### src/rtl/uart_tx_scheduler_pkg.sv
// rtl/uart_tx_scheduler_pkg.sv - shared types, constants and helpers for the UART TX scheduler
package uart_tx_scheduler_pkg;

  typedef enum logic [1:0] {
    ST_ARB       = 2'd0,
    ST_WAIT_DONE = 2'd1,
    ST_RELEASE   = 2'd2,
    ST_GAP       = 2'd3
  } sched_state_e;

  // State codes of the downstream uart_transmitter, kept here so both blocks share one view.
  typedef enum logic [1:0] {
    TX_IDLE  = 2'd0,
    TX_START = 2'd1,
    TX_DATA  = 2'd2,
    TX_STOP  = 2'd3
  } tx_state_e;

  localparam int unsigned DEFAULT_GAP_TICKS      = 1;
  localparam int unsigned DEFAULT_TIMEOUT_CYCLES = 100000;

  // Bits needed to hold values 0..value-1, never less than one.
  function automatic int unsigned clog2(input int unsigned value);
    int unsigned width = 1;
    while ((64'd1 << width) < 64'(value)) width++;
    return width;
  endfunction

endpackage

### src/rtl/uart_tx_scheduler_if.sv
// rtl/uart_tx_scheduler_if.sv - source and transmitter handshake bundle of the UART TX scheduler
interface uart_tx_scheduler_if
  import uart_tx_scheduler_pkg::*;
#(
  parameter int unsigned N_REQ = 4
);
  localparam int unsigned GW = clog2(N_REQ);

  logic [N_REQ-1:0]   req_valid_p;
  logic [8*N_REQ-1:0] req_data_p;
  logic [N_REQ-1:0]   req_ready_p;
  logic               baud_1_x_p;
  logic               transmit_req_p;
  logic [7:0]         transmit_data_p;
  logic               transmit_done_p;
  logic [GW-1:0]      grant_id_p;
  logic               busy_p;
  logic               timeout_err_p;

  modport master (
    input  req_valid_p, req_data_p, baud_1_x_p, transmit_done_p,
    output req_ready_p, transmit_req_p, transmit_data_p, grant_id_p, busy_p, timeout_err_p
  );

  modport slave (
    output req_valid_p, req_data_p, baud_1_x_p, transmit_done_p,
    input  req_ready_p, transmit_req_p, transmit_data_p, grant_id_p, busy_p, timeout_err_p
  );

endinterface

### src/rtl/uart_tx_scheduler_rr_arbiter.sv
// rtl/uart_tx_scheduler_rr_arbiter.sv - combinational round-robin pick: first valid index after the pointer
module uart_tx_scheduler_rr_arbiter
  import uart_tx_scheduler_pkg::*;
#(
  parameter  int unsigned N_REQ = 4,
  localparam int unsigned GW    = clog2(N_REQ)
) (
  input  logic [N_REQ-1:0] valid_i,
  input  logic [GW-1:0]    ptr_i,
  output logic [GW-1:0]    winner_o,
  output logic             any_valid_o
);

  int unsigned idx;

  always_comb begin
    winner_o    = '0;
    any_valid_o = 1'b0;
    idx         = 0;
    for (int unsigned k = 1; k <= N_REQ; k++) begin
      idx = (32'(ptr_i) + k) % N_REQ;
      if (!any_valid_o && valid_i[idx]) begin
        any_valid_o = 1'b1;
        winner_o    = idx[GW-1:0];
      end
    end
  end

endmodule

### src/rtl/uart_tx_scheduler.sv
// rtl/uart_tx_scheduler.sv - round-robin sharing of one uart_transmitter with req/done handshake,
// baud-tick idle gap and request watchdog
module uart_tx_scheduler
  import uart_tx_scheduler_pkg::*;
#(
  parameter int unsigned N_REQ          = 4,
  parameter int unsigned GAP_TICKS      = DEFAULT_GAP_TICKS,
  parameter int unsigned TIMEOUT_CYCLES = DEFAULT_TIMEOUT_CYCLES
) (
  input logic                 clk210_p,
  input logic                 reset_n_p,
  uart_tx_scheduler_if.master bus
);

  localparam int unsigned GW    = clog2(N_REQ);
  localparam int unsigned GAP_W = clog2(GAP_TICKS + 1);
  localparam int unsigned WD_W  = clog2(TIMEOUT_CYCLES + 1);
  localparam logic [GAP_W-1:0] GAP_LAST = GAP_W'((GAP_TICKS == 0) ? 0 : GAP_TICKS - 1);
  localparam logic [WD_W-1:0]  WD_LAST  = WD_W'((TIMEOUT_CYCLES == 0) ? 0 : TIMEOUT_CYCLES - 1);

  sched_state_e     state_q, state_d;
  logic [GW-1:0]    ptr_q, ptr_d;
  logic [GW-1:0]    grant_q, grant_d;
  logic [7:0]       data_q, data_d;
  logic             req_q, req_d;
  logic [N_REQ-1:0] ready_q, ready_d;
  logic [GAP_W-1:0] gap_q, gap_d;
  logic [WD_W-1:0]  wd_q, wd_d;
  logic             tmo_q, tmo_d;

  logic [GW-1:0]    arb_winner;
  logic             arb_any;
  logic             wd_expired;

  uart_tx_scheduler_rr_arbiter #(.N_REQ(N_REQ)) u_arb (
    .valid_i     (bus.req_valid_p),
    .ptr_i       (ptr_q),
    .winner_o    (arb_winner),
    .any_valid_o (arb_any)
  );

  // wd_q counts completed request cycles, so expiry lands on the TIMEOUT_CYCLES-th cycle.
  assign wd_expired = (TIMEOUT_CYCLES != 0) && (wd_q == WD_LAST);

  always_ff @(posedge clk210_p or negedge reset_n_p) begin
    if (!reset_n_p) begin
      state_q <= ST_ARB;
      ptr_q   <= GW'(N_REQ - 1);
      grant_q <= '0;
      data_q  <= '0;
      req_q   <= 1'b0;
      ready_q <= '0;
      gap_q   <= '0;
      wd_q    <= '0;
      tmo_q   <= 1'b0;
    end else begin
      state_q <= state_d;
      ptr_q   <= ptr_d;
      grant_q <= grant_d;
      data_q  <= data_d;
      req_q   <= req_d;
      ready_q <= ready_d;
      gap_q   <= gap_d;
      wd_q    <= wd_d;
      tmo_q   <= tmo_d;
    end
  end

  always_comb begin
    state_d = state_q;
    ptr_d   = ptr_q;
    grant_d = grant_q;
    data_d  = data_q;
    req_d   = req_q;
    ready_d = '0;
    gap_d   = gap_q;
    wd_d    = wd_q;
    tmo_d   = 1'b0;
    case (state_q)
      ST_ARB: begin
        if (arb_any) begin
          data_d              = bus.req_data_p[{arb_winner, 3'b000} +: 8];
          grant_d             = arb_winner;
          ptr_d               = arb_winner;
          ready_d[arb_winner] = 1'b1;
          req_d               = 1'b1;
          wd_d                = '0;
          state_d             = ST_WAIT_DONE;
        end
      end
      ST_WAIT_DONE: begin
        // done is tested first so a done coinciding with expiry is not an error
        if (bus.transmit_done_p) begin
          req_d   = 1'b0;
          state_d = ST_RELEASE;
        end else if (wd_expired) begin
          req_d   = 1'b0;
          tmo_d   = 1'b1;
          gap_d   = '0;
          state_d = ST_GAP;
        end
        if (TIMEOUT_CYCLES != 0) wd_d = wd_q + 1'b1;
      end
      ST_RELEASE: begin
        if (!bus.transmit_done_p) begin
          gap_d   = '0;
          state_d = ST_GAP;
        end else if (wd_expired) begin
          tmo_d   = 1'b1;
          gap_d   = '0;
          state_d = ST_GAP;
        end
        if (TIMEOUT_CYCLES != 0) wd_d = wd_q + 1'b1;
      end
      ST_GAP: begin
        if (GAP_TICKS == 0) begin
          state_d = ST_ARB;
        end else if (bus.baud_1_x_p) begin
          if (gap_q == GAP_LAST) state_d = ST_ARB;
          else                   gap_d   = gap_q + 1'b1;
        end
      end
      default: state_d = ST_ARB;
    endcase
  end

  assign bus.req_ready_p     = ready_q;
  assign bus.transmit_req_p  = req_q;
  assign bus.transmit_data_p = data_q;
  assign bus.grant_id_p      = grant_q;
  assign bus.busy_p          = (state_q != ST_ARB);
  assign bus.timeout_err_p   = tmo_q;

endmodule

### src/flat_wrapper.sv
// flat-port wrapper written by rule: the top's interface ports become plain ports
module uart_tx_scheduler_flat import uart_tx_scheduler_pkg::*;
#(
  parameter int unsigned N_REQ          = 4,
  parameter int unsigned GAP_TICKS      = DEFAULT_GAP_TICKS,
  parameter int unsigned TIMEOUT_CYCLES = DEFAULT_TIMEOUT_CYCLES
)
  (clk210_p, reset_n_p, bus_req_valid_p, bus_req_data_p, bus_baud_1_x_p, bus_transmit_done_p, bus_req_ready_p, bus_transmit_req_p, bus_transmit_data_p, bus_grant_id_p, bus_busy_p, bus_timeout_err_p);
  uart_tx_scheduler_if #(.N_REQ(N_REQ)) bus_i ();
  input logic clk210_p;
  input logic reset_n_p;
  input wire logic [$bits(bus_i.req_valid_p)-1:0] bus_req_valid_p;
  input wire logic [$bits(bus_i.req_data_p)-1:0] bus_req_data_p;
  input wire logic [$bits(bus_i.baud_1_x_p)-1:0] bus_baud_1_x_p;
  input wire logic [$bits(bus_i.transmit_done_p)-1:0] bus_transmit_done_p;
  output wire logic [$bits(bus_i.req_ready_p)-1:0] bus_req_ready_p;
  output wire logic [$bits(bus_i.transmit_req_p)-1:0] bus_transmit_req_p;
  output wire logic [$bits(bus_i.transmit_data_p)-1:0] bus_transmit_data_p;
  output wire logic [$bits(bus_i.grant_id_p)-1:0] bus_grant_id_p;
  output wire logic [$bits(bus_i.busy_p)-1:0] bus_busy_p;
  output wire logic [$bits(bus_i.timeout_err_p)-1:0] bus_timeout_err_p;
  assign bus_i.req_valid_p = bus_req_valid_p;
  assign bus_i.req_data_p = bus_req_data_p;
  assign bus_i.baud_1_x_p = bus_baud_1_x_p;
  assign bus_i.transmit_done_p = bus_transmit_done_p;
  assign bus_req_ready_p = bus_i.req_ready_p;
  assign bus_transmit_req_p = bus_i.transmit_req_p;
  assign bus_transmit_data_p = bus_i.transmit_data_p;
  assign bus_grant_id_p = bus_i.grant_id_p;
  assign bus_busy_p = bus_i.busy_p;
  assign bus_timeout_err_p = bus_i.timeout_err_p;
  uart_tx_scheduler #(.N_REQ(N_REQ), .GAP_TICKS(GAP_TICKS), .TIMEOUT_CYCLES(TIMEOUT_CYCLES)) u_core (.clk210_p(clk210_p), .reset_n_p(reset_n_p), .bus(bus_i));
endmodule
### config.mk
export PLATFORM = sky130hd
export DESIGN_NAME = uart_tx_scheduler_flat
export DESIGN_NICKNAME = d
export VERILOG_FILES = /design/src/rtl/uart_tx_scheduler_pkg.sv /design/src/rtl/uart_tx_scheduler_if.sv /design/src/rtl/uart_tx_scheduler_rr_arbiter.sv /design/src/rtl/uart_tx_scheduler.sv /design/src/flat_wrapper.sv
export SDC_FILE = /design/constraint.sdc
export NUM_CORES = 1
export LEC_CHECK = 0
export CORE_UTILIZATION = 35
export DETAILED_ROUTE_END_ITERATION = 6
export HOLD_SLACK_MARGIN = 0.15
export SLEW_MARGIN = 30
export SYNTH_ARGS = -nofsm -noshare
export SYNTH_HDL_FRONTEND = slang
export SYNTH_HIERARCHICAL = 1
export SYNTH_SLANG_ARGS = --single-unit
### constraint.sdc
create_clock -name clk210_p -period 2.25 [get_ports clk210_p]
set_input_delay 0.45 -clock clk210_p [delete_from_list [all_inputs] [get_ports clk210_p]]
set_output_delay 0.45 -clock clk210_p [all_outputs]
set_load 0.005 [all_outputs]
-- Yosys cells after proc, flatten, opt, wreduce, memory -nomap -nowiden
Index checks and enable logic that the tools add are counted.
- register bits: 38
- input bits: 40
- output and inout port bits: 17
- memory bits (read-only): 0
- logic and storage cells: 92
- RAM bits: 0
- memories kept: 0
- latch bits: 0
- bitwise operators: 0
- $mul: 0
- eq/ne operators: 9
- mux-type cells: 43
- $lt $le $gt $ge: 6
- divide/modulo/power cells: 0
- reductions and logical operators: 18
- add/subtract/negate cells: 6
- shift operators: 1
- operators by type and width (cell ; number):
    case mux 17 bit (2 select lines) ; 1
    variable part select 32 x 6 -> 8 bit ; 1
    two-way mux 1 bit ; 20
    two-way mux 2 bit ; 10
    adder 17 x 1 -> 17 bit, second input constant ; 1
    equality test 17 bit, second input constant ; 1
    two-way mux 17 bit ; 1
    < comparator 2 x 3 -> 1 bit, second input constant ; 5
    AND reduction 3 bit ; 3
    binary-select mux 1 bit (select 2 bit) ; 4
    two-way mux 4 bit ; 2
    case mux 2 bit (4 select lines) ; 1
    inequality test 2 bit, second input constant ; 3
    nonzero test 2 bit ; 3
    adder 2 x 1 -> 2 bit, second input constant ; 2
    adder 2 bit, second input constant ; 2
    equality test 2 bit, second input constant ; 2
    logical AND 1 bit ; 4
    case mux 1 bit (2 select lines) ; 2
    AND reduction 2 bit ; 2
    logical NOT 1 bit ; 3
    inequality test 3 x 2 -> 1 bit, second input constant ; 1
    case mux 1 bit (3 select lines) ; 1
    nonzero test 3 bit ; 1
    7 further kinds ; 7

-- Depth between registers and ports, before layout
- word-level depth: 19
- depth in mapped cells: 7
- mapped depth without buffers: 6

-- Cells and area by module
The synthesis kept the hierarchy.
- modules (own cells, without submodules) (module ; instances ; cells an instance ; sequential area each (um^2) ; area each (um^2)):
    uart_tx_scheduler ; 1 ; 190 ; 953.4 ; 2084.5
    uart_tx_scheduler_rr_arbiter ; 1 ; 14 ; 0.0 ; 91.3

-- Worst setup path before layout
Ideal clock, no wire load.
- path type: register -> register
- from: register u_core.ptr_q[1]
- to: register u_core.data_q[4] (netlist: u_core/bus.transmit_data_p[4])
- setup slack: 105 ps
- path buffers: 1
- cell stages (with the launch flop): 7
- library setup time: 125 ps
- period minus slack after synthesis: 2145 ps
- arrival time: 2020 ps
- required time: 2125 ps
- path through: dfstp_2 > nand2b_1 > a21oi_2 > o221ai_2 > buf_2 > mux4_2 > mux2_2
- cells in the longest elaborated chain, start to end: 14
- elaborated cells on any way between the ends: 28
- classes of those cells: 4 x add/sub; 1 x shift; 16 x mux; 7 x reduce/logical
- RTL lines (what ; RTL line ; text):
    from (decl) ; uart_tx_scheduler.sv:22 ; logic [GW-1:0] ptr_q, ptr_d;
    from (signal assigned) ; uart_tx_scheduler.sv:48 ; ptr_q <= GW'(N_REQ - 1);
    from (signal assigned) ; uart_tx_scheduler.sv:58 ; ptr_q <= ptr_d;
    adder 2 x 1 -> 2 bit ; uart_tx_scheduler_rr_arbiter.sv:21 ; idx = (32'(ptr_i) + k) % N_REQ;
    binary-select mux 1 bit (select 2 bit) ; uart_tx_scheduler_rr_arbiter.sv:22 ; if (!any_valid_o && valid_i[idx]) begin
    two-way mux 1 bit (implied by the code) ; uart_tx_scheduler_rr_arbiter.sv:22 ;
    two-way mux 1 bit ; uart_tx_scheduler_rr_arbiter.sv:22 ;
    logical NOT 1 bit ; uart_tx_scheduler_rr_arbiter.sv:22 ;
    logical AND 1 bit ; uart_tx_scheduler_rr_arbiter.sv:22 ;
    two-way mux 1 bit ; uart_tx_scheduler_rr_arbiter.sv:22 ;
    logical NOT 1 bit ; uart_tx_scheduler_rr_arbiter.sv:22 ;
    logical AND 1 bit ; uart_tx_scheduler_rr_arbiter.sv:22 ;
    two-way mux 1 bit ; uart_tx_scheduler_rr_arbiter.sv:22 ;
    logical NOT 1 bit ; uart_tx_scheduler_rr_arbiter.sv:22 ;
    logical AND 1 bit ; uart_tx_scheduler_rr_arbiter.sv:22 ;
    two-way mux 2 bit * ; uart_tx_scheduler_rr_arbiter.sv:22 ;
    via u_core.arb_winner[0] ; uart_tx_scheduler.sv:31 ; logic [GW-1:0] arb_winner;
    variable part select 32 x 6 -> 8 bit * ; uart_tx_scheduler.sv:82 ; data_d = bus.req_data_p[{arb_winner, 3'b000} +: 8];
    to (signal assigned) ; uart_tx_scheduler.sv:60 ; data_q <= data_d;
    to (decl) ; uart_tx_scheduler.sv:24 ; logic [7:0] data_q, data_d;
Mark *: on every way through the listed nets, which the timed path passes. The rest lies on a longest branch. The select of a mux whose other input is x is not followed.
A chain may end at the register's enable or synchronous reset.

-- Final worst setup path
- from: input port bus_req_valid_p[3]
- to: register u_core.data_q[4] (netlist: u_core/bus.transmit_data_p[4])
- cells in the longest elaborated chain, start to end: 13
- elaborated cells on any way between the ends: 24
- classes of those cells: 1 x shift; 16 x mux; 7 x reduce/logical
- RTL lines (what ; RTL line ; text):
    from (decl) ; flat_wrapper.sv:12 ; input wire logic [$bits(bus_i.req_valid_p)-1:0] bus_req_valid_p;
    binary-select mux 1 bit (select 2 bit) ; uart_tx_scheduler_rr_arbiter.sv:22 ;
    two-way mux 1 bit (implied by the code) ; uart_tx_scheduler_rr_arbiter.sv:22 ;
    two-way mux 1 bit ; uart_tx_scheduler_rr_arbiter.sv:22 ;
    logical NOT 1 bit ; uart_tx_scheduler_rr_arbiter.sv:22 ;
    logical AND 1 bit ; uart_tx_scheduler_rr_arbiter.sv:22 ;
    two-way mux 1 bit ; uart_tx_scheduler_rr_arbiter.sv:22 ;
    logical NOT 1 bit ; uart_tx_scheduler_rr_arbiter.sv:22 ;
    logical AND 1 bit ; uart_tx_scheduler_rr_arbiter.sv:22 ;
    two-way mux 1 bit ; uart_tx_scheduler_rr_arbiter.sv:22 ;
    logical NOT 1 bit ; uart_tx_scheduler_rr_arbiter.sv:22 ;
    logical AND 1 bit ; uart_tx_scheduler_rr_arbiter.sv:22 ;
    two-way mux 2 bit * ; uart_tx_scheduler_rr_arbiter.sv:22 ;
    via u_core.arb_winner[0] ; uart_tx_scheduler.sv:31 ;
    variable part select 32 x 6 -> 8 bit * ; uart_tx_scheduler.sv:82 ;
Marks and branches as above.

==> results.md <==
- Run status: completed
- Clk_skew: 0.003137 ns
- Cell chosen for the clock root: clkbuf_8
- Worst-skew pair later-pin latency: 0.29 ns
- Hold Fails Final Rpt: 0
- Register bit count reported by yosys: 38
- Final #Nets: about 330
- Worst setup margin: 0.07099 ns
- HPWL Detailed: 3.906 mm
- Worst EP required: 2.43 ns
- Leak: around 1.3 nW
- Initial antenna violation count: 0
- Largest vdd supply drop: a little under 0.6 mV
- Area leader, netlist: dfrtp_1
- CTS clk-pin slew, worst paths: approximately 0.08 ns
- Syn nets: 249
- Dominant cells by area after synthesis: dfrtp_1 (41%), mux4_2 (8.3%), mux2_2 (4.7%)
- Internal Power: roughly 2.3 mW
- Max-cap violation count: 0
- EDFF count, synth: 0
- Number of buffers created by CTS: 5
- Arrival @ worst endpoint: 2.36 ns
- Rel. slew slack: 65.70%
- Fraction of registers with async set/reset: between 90% and 100%
- CP Class: input pin to flip-flop
- P&R area growth vs syn: 42.73%
- Placed cell area: 2942 sq um
- Grt ovf: 0
- Worst slack at placement: -0.2566 ns
- Post-synth top cells: dfrtp_1 (36), nand2_1 (16), a21oi_1 (14), nor2_1 (13)
- Via density: between 5 and 6
- Mapped Cells: 204
- Tmin final: 2.179 ns
- Number of global-route vias before repair: 1846
- Clock power frac: 20.2%
- Top Family by Delay on Critical Path: multiplexers
- CP Launch Type: input pin
- Die Y: 80.85 um
- Post-layout instance area: 3105 sq um
- Max Fanout on Critical Path: 6
- Global-route wire length before repair: 8.569 mm
- Die W: 80.85 um
- Sequential power share: 31.1%
- Initial Utilization: 36.53%
- Critical path capture point type: flip-flop
- Final ANT Viol Nets: 0
- Residual DRC: 0
- Synth warn: 6
- Ports: 57
- First-pass DRT Iterations: 4
- Critical-path top delay cell: clkdlybuf4s50_1
- Fmax: 458.9 MHz
- Antenna cell count: 0
- CTS Buffer Depth: 2
- Sequential fraction of the synthesis area: 43.82%
- Largest net degree at the start of global routing: 22
- Rows: 28
- Post-synth top area share: roughly two fifths
- Worst path max stage delay: roughly 0.51 ns
- Syn avg cell area: 10.67 sq um
- Layout cell share with drive strength beyond 1: 19.93%
- IO buf count: between 50 and 60
- RSZ-0062 raised after global routing: no
- H-tree levels: 2
- Cell Chain, Critical Path: clkdlybuf4s50_1, and2b_1, a21oi_2, o221ai_2, buf_6, mux4_2, mux2_2
- Pwr dens: 1111 nW/um^2
- Sw power: 1.140 mW
- Final period utilization: 96.84%
- Final setup fails: 0
- CTS tree: yes
- Bufs and invs on worst path: 2
- Final Max Slew Viols: 0
- Least-Margin Pin Slew: 0.5145 ns
- Via count: 1849
- Post-Route WL: 5.161 mm
- Hold Path Class: flip-flop to flip-flop
- Util after Layout: 52.14%
- Gate power share: 48.6%
- Core area: about 6000 sq um
- Most numerous cell in the Yosys netlist: dfrtp_1
- Sw Ratio: around 33%
- Unique masters post-synth: 50
- CTS Sinks: 38
- Top_reg_cell synth: dfrtp_1
- Die area: 6536 sq um
- Mapped cell area: 2176 sq um
- GP Congestion: 0.8284
- Initial drt markers: 61
- Gr usage total: 17.18%
- Wire per inst: 14.50 um
==> state kept, by name, summed over array words and instances (netlist names) <==
name                        count
u_core/bus.req_ready_p          4
u_core/ptr_q                    2
u_core/state_q                  2
u_core/bus.timeout_err_p        1
u_core/wd_q                    17
u_core/gap_q                    1
u_core/bus.transmit_req_p       1
u_core/bus.grant_id_p           2
u_core/bus.transmit_data_p      8
==> cell families (layout without fill, tap and decap cells) <==
group                      after synthesis  count (layout)  synth area share [%]
adders and majority gates                5               5                 2.875
buffers and inverters                   17              94                 3.680
xor gates and xnor gates                 7               7                 2.818
DFF                                     38              38                 43.82
and+or+nand+nor                         77              77                 20.01
AOI/OAI and AO/OA                       40              40                 12.31
muxes                                   20              20                 14.49
==> final timing paths <==
check	from	cells past startpoint	to	slack [ns]
setup / recovery	bus_req_valid_p[3]	7	u_core/bus.transmit_data_p[4]	0.07
hold / removal	u_core/gap_q	1	u_core/gap_q	0.49
setup reg to reg	u_core/ptr_q[1]	6	u_core/bus.transmit_data_p[4]	0.14
hold reg to reg	u_core/gap_q	1	u_core/gap_q	0.49
max in group asynchronous	reset_n_p	3	u_core/ptr_q[0]	0.98
min in group asynchronous	reset_n_p	2	u_core/wd_q[14]	0.66
==> area by class of cell <==
| type | instances | area (sq um) |
|---|---|---|
| Inverter | 9 | 33.78 |
| Clock inverter | 3 | 68.82 |
| Multi-Input combinational cell | 149 | 1155 |
| Clock buffer | 5 | 68.82 |
| Timing Repair Buffer | 77 | 732.0 |
| Fill cell | 571 | 2850 |
| Tap cell | 75 | 93.84 |
| Sequential cell | 38 | 953.4 |
==> layout by cell type, fill, tap and decap left out, types with 3 or more instances in the layout <==
| cell | n |
|---|---|
| a21o_1 | 3 |
| o31ai_1 | 5 |
| nor2_1 | 13 |
| nand3_1 | 9 |
| dfrtp_1 | 36 |
| nand2b_1 | 6 |
| clkbuf_8 | 5 |
| mux4_2 | 8 |
| nor2b_1 | 4 |
| a21oi_1 | 14 |
| inv_1 | 9 |
| mux2_2 | 9 |
| ha_1 | 4 |
| xnor2_1 | 4 |
| o21ai_0 | 6 |
| or4_1 | 4 |
| buf_4 | 18 |
| clkdlybuf4s50_1 | 55 |
| nand4_1 | 4 |
| nor3_1 | 5 |
| xor2_1 | 3 |
| nand2_1 | 16 |
==> power groups by stage <==
stage	clock (mW)	combinational, mW	sequential, mW
floorplan	0	0.911	1.05
global placement	0	1.63	1.08
detailed placement	0	1.65	1.08
CTS	0.718	1.67	1.07
global route	0.751	1.84	1.10
finish	0.697	1.68	1.07
==> per-layer routing <==
layer | GRT usage, % | part of all wire (%)
met5 | 0 | 0
met4 | 5.357 | 1.1
met3 | 5.730 | 6.9
met2 | 27.14 | 46
met1 | 22.15 | 46
==> through the flow <==
step           std cells  total power [mW]  hold WS [ns]  TNS (ns)
2_1_floorplan        204             1.965        0.1544         0
6_report             356             3.450        0.4868         0
4_1_cts              356             3.460        0.4896         0
5_1_grt              356             3.687        0.5199         0
3_5_place_dp         347             2.727        0.4579    -2.059
3_3_place_gp         347             2.704        0.4436    -1.631
==> repair_timing <==
item                                    CTS  global route
endpoints found under the setup margin    1             2
buffers inserted                          0             0
pin swaps                                 0             0
gates cloned                              0             0
gates resized for setup                   1             2
endpoints found under the hold margin    19             0
hold buffers                              1             0
Power figures use the tool's default switching activity.
==> patch, RTL diff (same settings) <==
Take the reset off `data_q` and load it in a clocked block of its own.
--- a/src/rtl/uart_tx_scheduler.sv
+++ b/src/rtl/uart_tx_scheduler.sv
@@ -49,3 +49,2 @@
       grant_q <= '0;
-      data_q  <= '0;
       req_q   <= 1'b0;
@@ -59,3 +58,2 @@
       grant_q <= grant_d;
-      data_q  <= data_d;
       req_q   <= req_d;
@@ -66,2 +64,6 @@
     end
+  end
+
+  always_ff @(posedge clk210_p) begin
+    data_q <= data_d;
   end
Check against the original RTL: not equivalent (Yosys sat finds a counterexample within 4 cycles, from zero or initial values and one cycle with reset_n_p low).
==> patch against the unedited design <==
- setup slack better by 0.065 ns
- register-to-register slack better by 0.16 ns
- synthesized area is 4.8% lower
- sequential cell count stayed put
- wire length is 6.3% lower
- cell count is 6.2% lower
- total power is 9.5% lower
- design area is 7.2% lower
- global-route usage is 0.33 points higher
- largest cell class unchanged
- highest routed layer unchanged
==> patch: results (changes against the unedited design) <==
ir_drop_v: 0.000705  # +21%
seq_area_frac_synth_pct: 47.9  # +4.1 points
drt_wl_total_um: 4830  # -6.3%
layout.nets: 306  # -5.8%
synthTopCellsByCount: "28 x dfrtp_1, 19 x nand2_1, 14 x nor2_1"
wl_met3_um: 390  # +9.9%
hpwl_um: 3470  # -11%
power_density_nw_per_um2: 1080  # -2.5%
nFillCells: 545  # -4.6%
pg_clk_mw: 0.447  # -36%
synth_cell_types: 43  # -14%
dpl.cell_count: 326  # -6.1%
gp_congestion: 0.724  # -13%
met2WireLength_um: 2130  # -10%
layout-drive-gt1-share_pct: 13.7  # -6.2 points
met1_length_um: 2240  # -5.4%
async_flop_share_pct: 78.9  # -21 points
pg_comb_mw: 1.59  # -5%
met2_usage_pct: 27.6  # +0.42 points
pre_cts_slack_ns: -0.0857  # +0.171 ns
path_delay_family: "buffers and inverters"
cts_resized: 0  # -1
grt_util_met1_pct: 22.5  # +0.40 points
p_leak_nw: 1.17  # -7.8%
area_growth_pct: 39.1
status: "finished, final reports clean"
crit_fanout: 9  # +3
drtIter0Drc: 110  # +80%
synth_edf_count: 8  # +8
yosys.area_share.xor_xnor_pct: 3.80  # +0.99 points
synth.area.top_cells: "dfrtp_1 34%, edfxtp_1 12%, mux4_2 8.7%, nand2_1 3.4%, a21oi_1 3.1%"
grt_max_degree: 31  # +41%
slew_headroom_pct: 61.8  # -3.9 points
vias: 1729  # -6.5%
gr-usage-met3_pct: 5.98  # +0.25 points
grt_pass1_wl_um: 8390  # -2.1%
p_sw_share_pct: 35.5  # +2.5 points
cp_slowest_stage_delay_ns: 0.45  # -0.06 ns
grt_pass1_vias: 1750  # -5.2%
synthMuxAreaShare_pct: 12.0  # -2.5 points
## patch: changes by cell type after synthesis, sizes merged, moves of 4 or more
cell and delta:
or3 +5, dfrtp -8, mux2 -6, o21ai +6
edfxtp +8, or4 -4, o31ai -5
## patch: area by class of cell
cell class	count	area share, %
Timing Repair Buffer	68	23.0
Tap cell	72	3.13
Sequential cell	38	34.5
Inverter	7	0.912
Clock buffer	8	2.78
Multi-Input combinational cell	141	35.7
## patch: worst paths after layout
| check | start | cells after the start | endpoint | slack, ns |
|---|---|---|---|---|
| worst max-delay path | u_core/state_q[0] | 4 | bus_busy_p | 0.14 |
| worst min-delay path | u_core/ptr_q[0] | 2 | u_core/ptr_q[0] | 0.49 |
| worst max register to register | u_core/state_q[0] | 6 | u_core/wd_q[13] | 0.30 |
| worst min register to register | u_core/ptr_q[0] | 2 | u_core/ptr_q[0] | 0.49 |
| max in group asynchronous | reset_n_p | 2 | u_core/ptr_q[1] | 1.38 |
| min in group asynchronous | reset_n_p | 2 | u_core/gap_q | 0.55 |
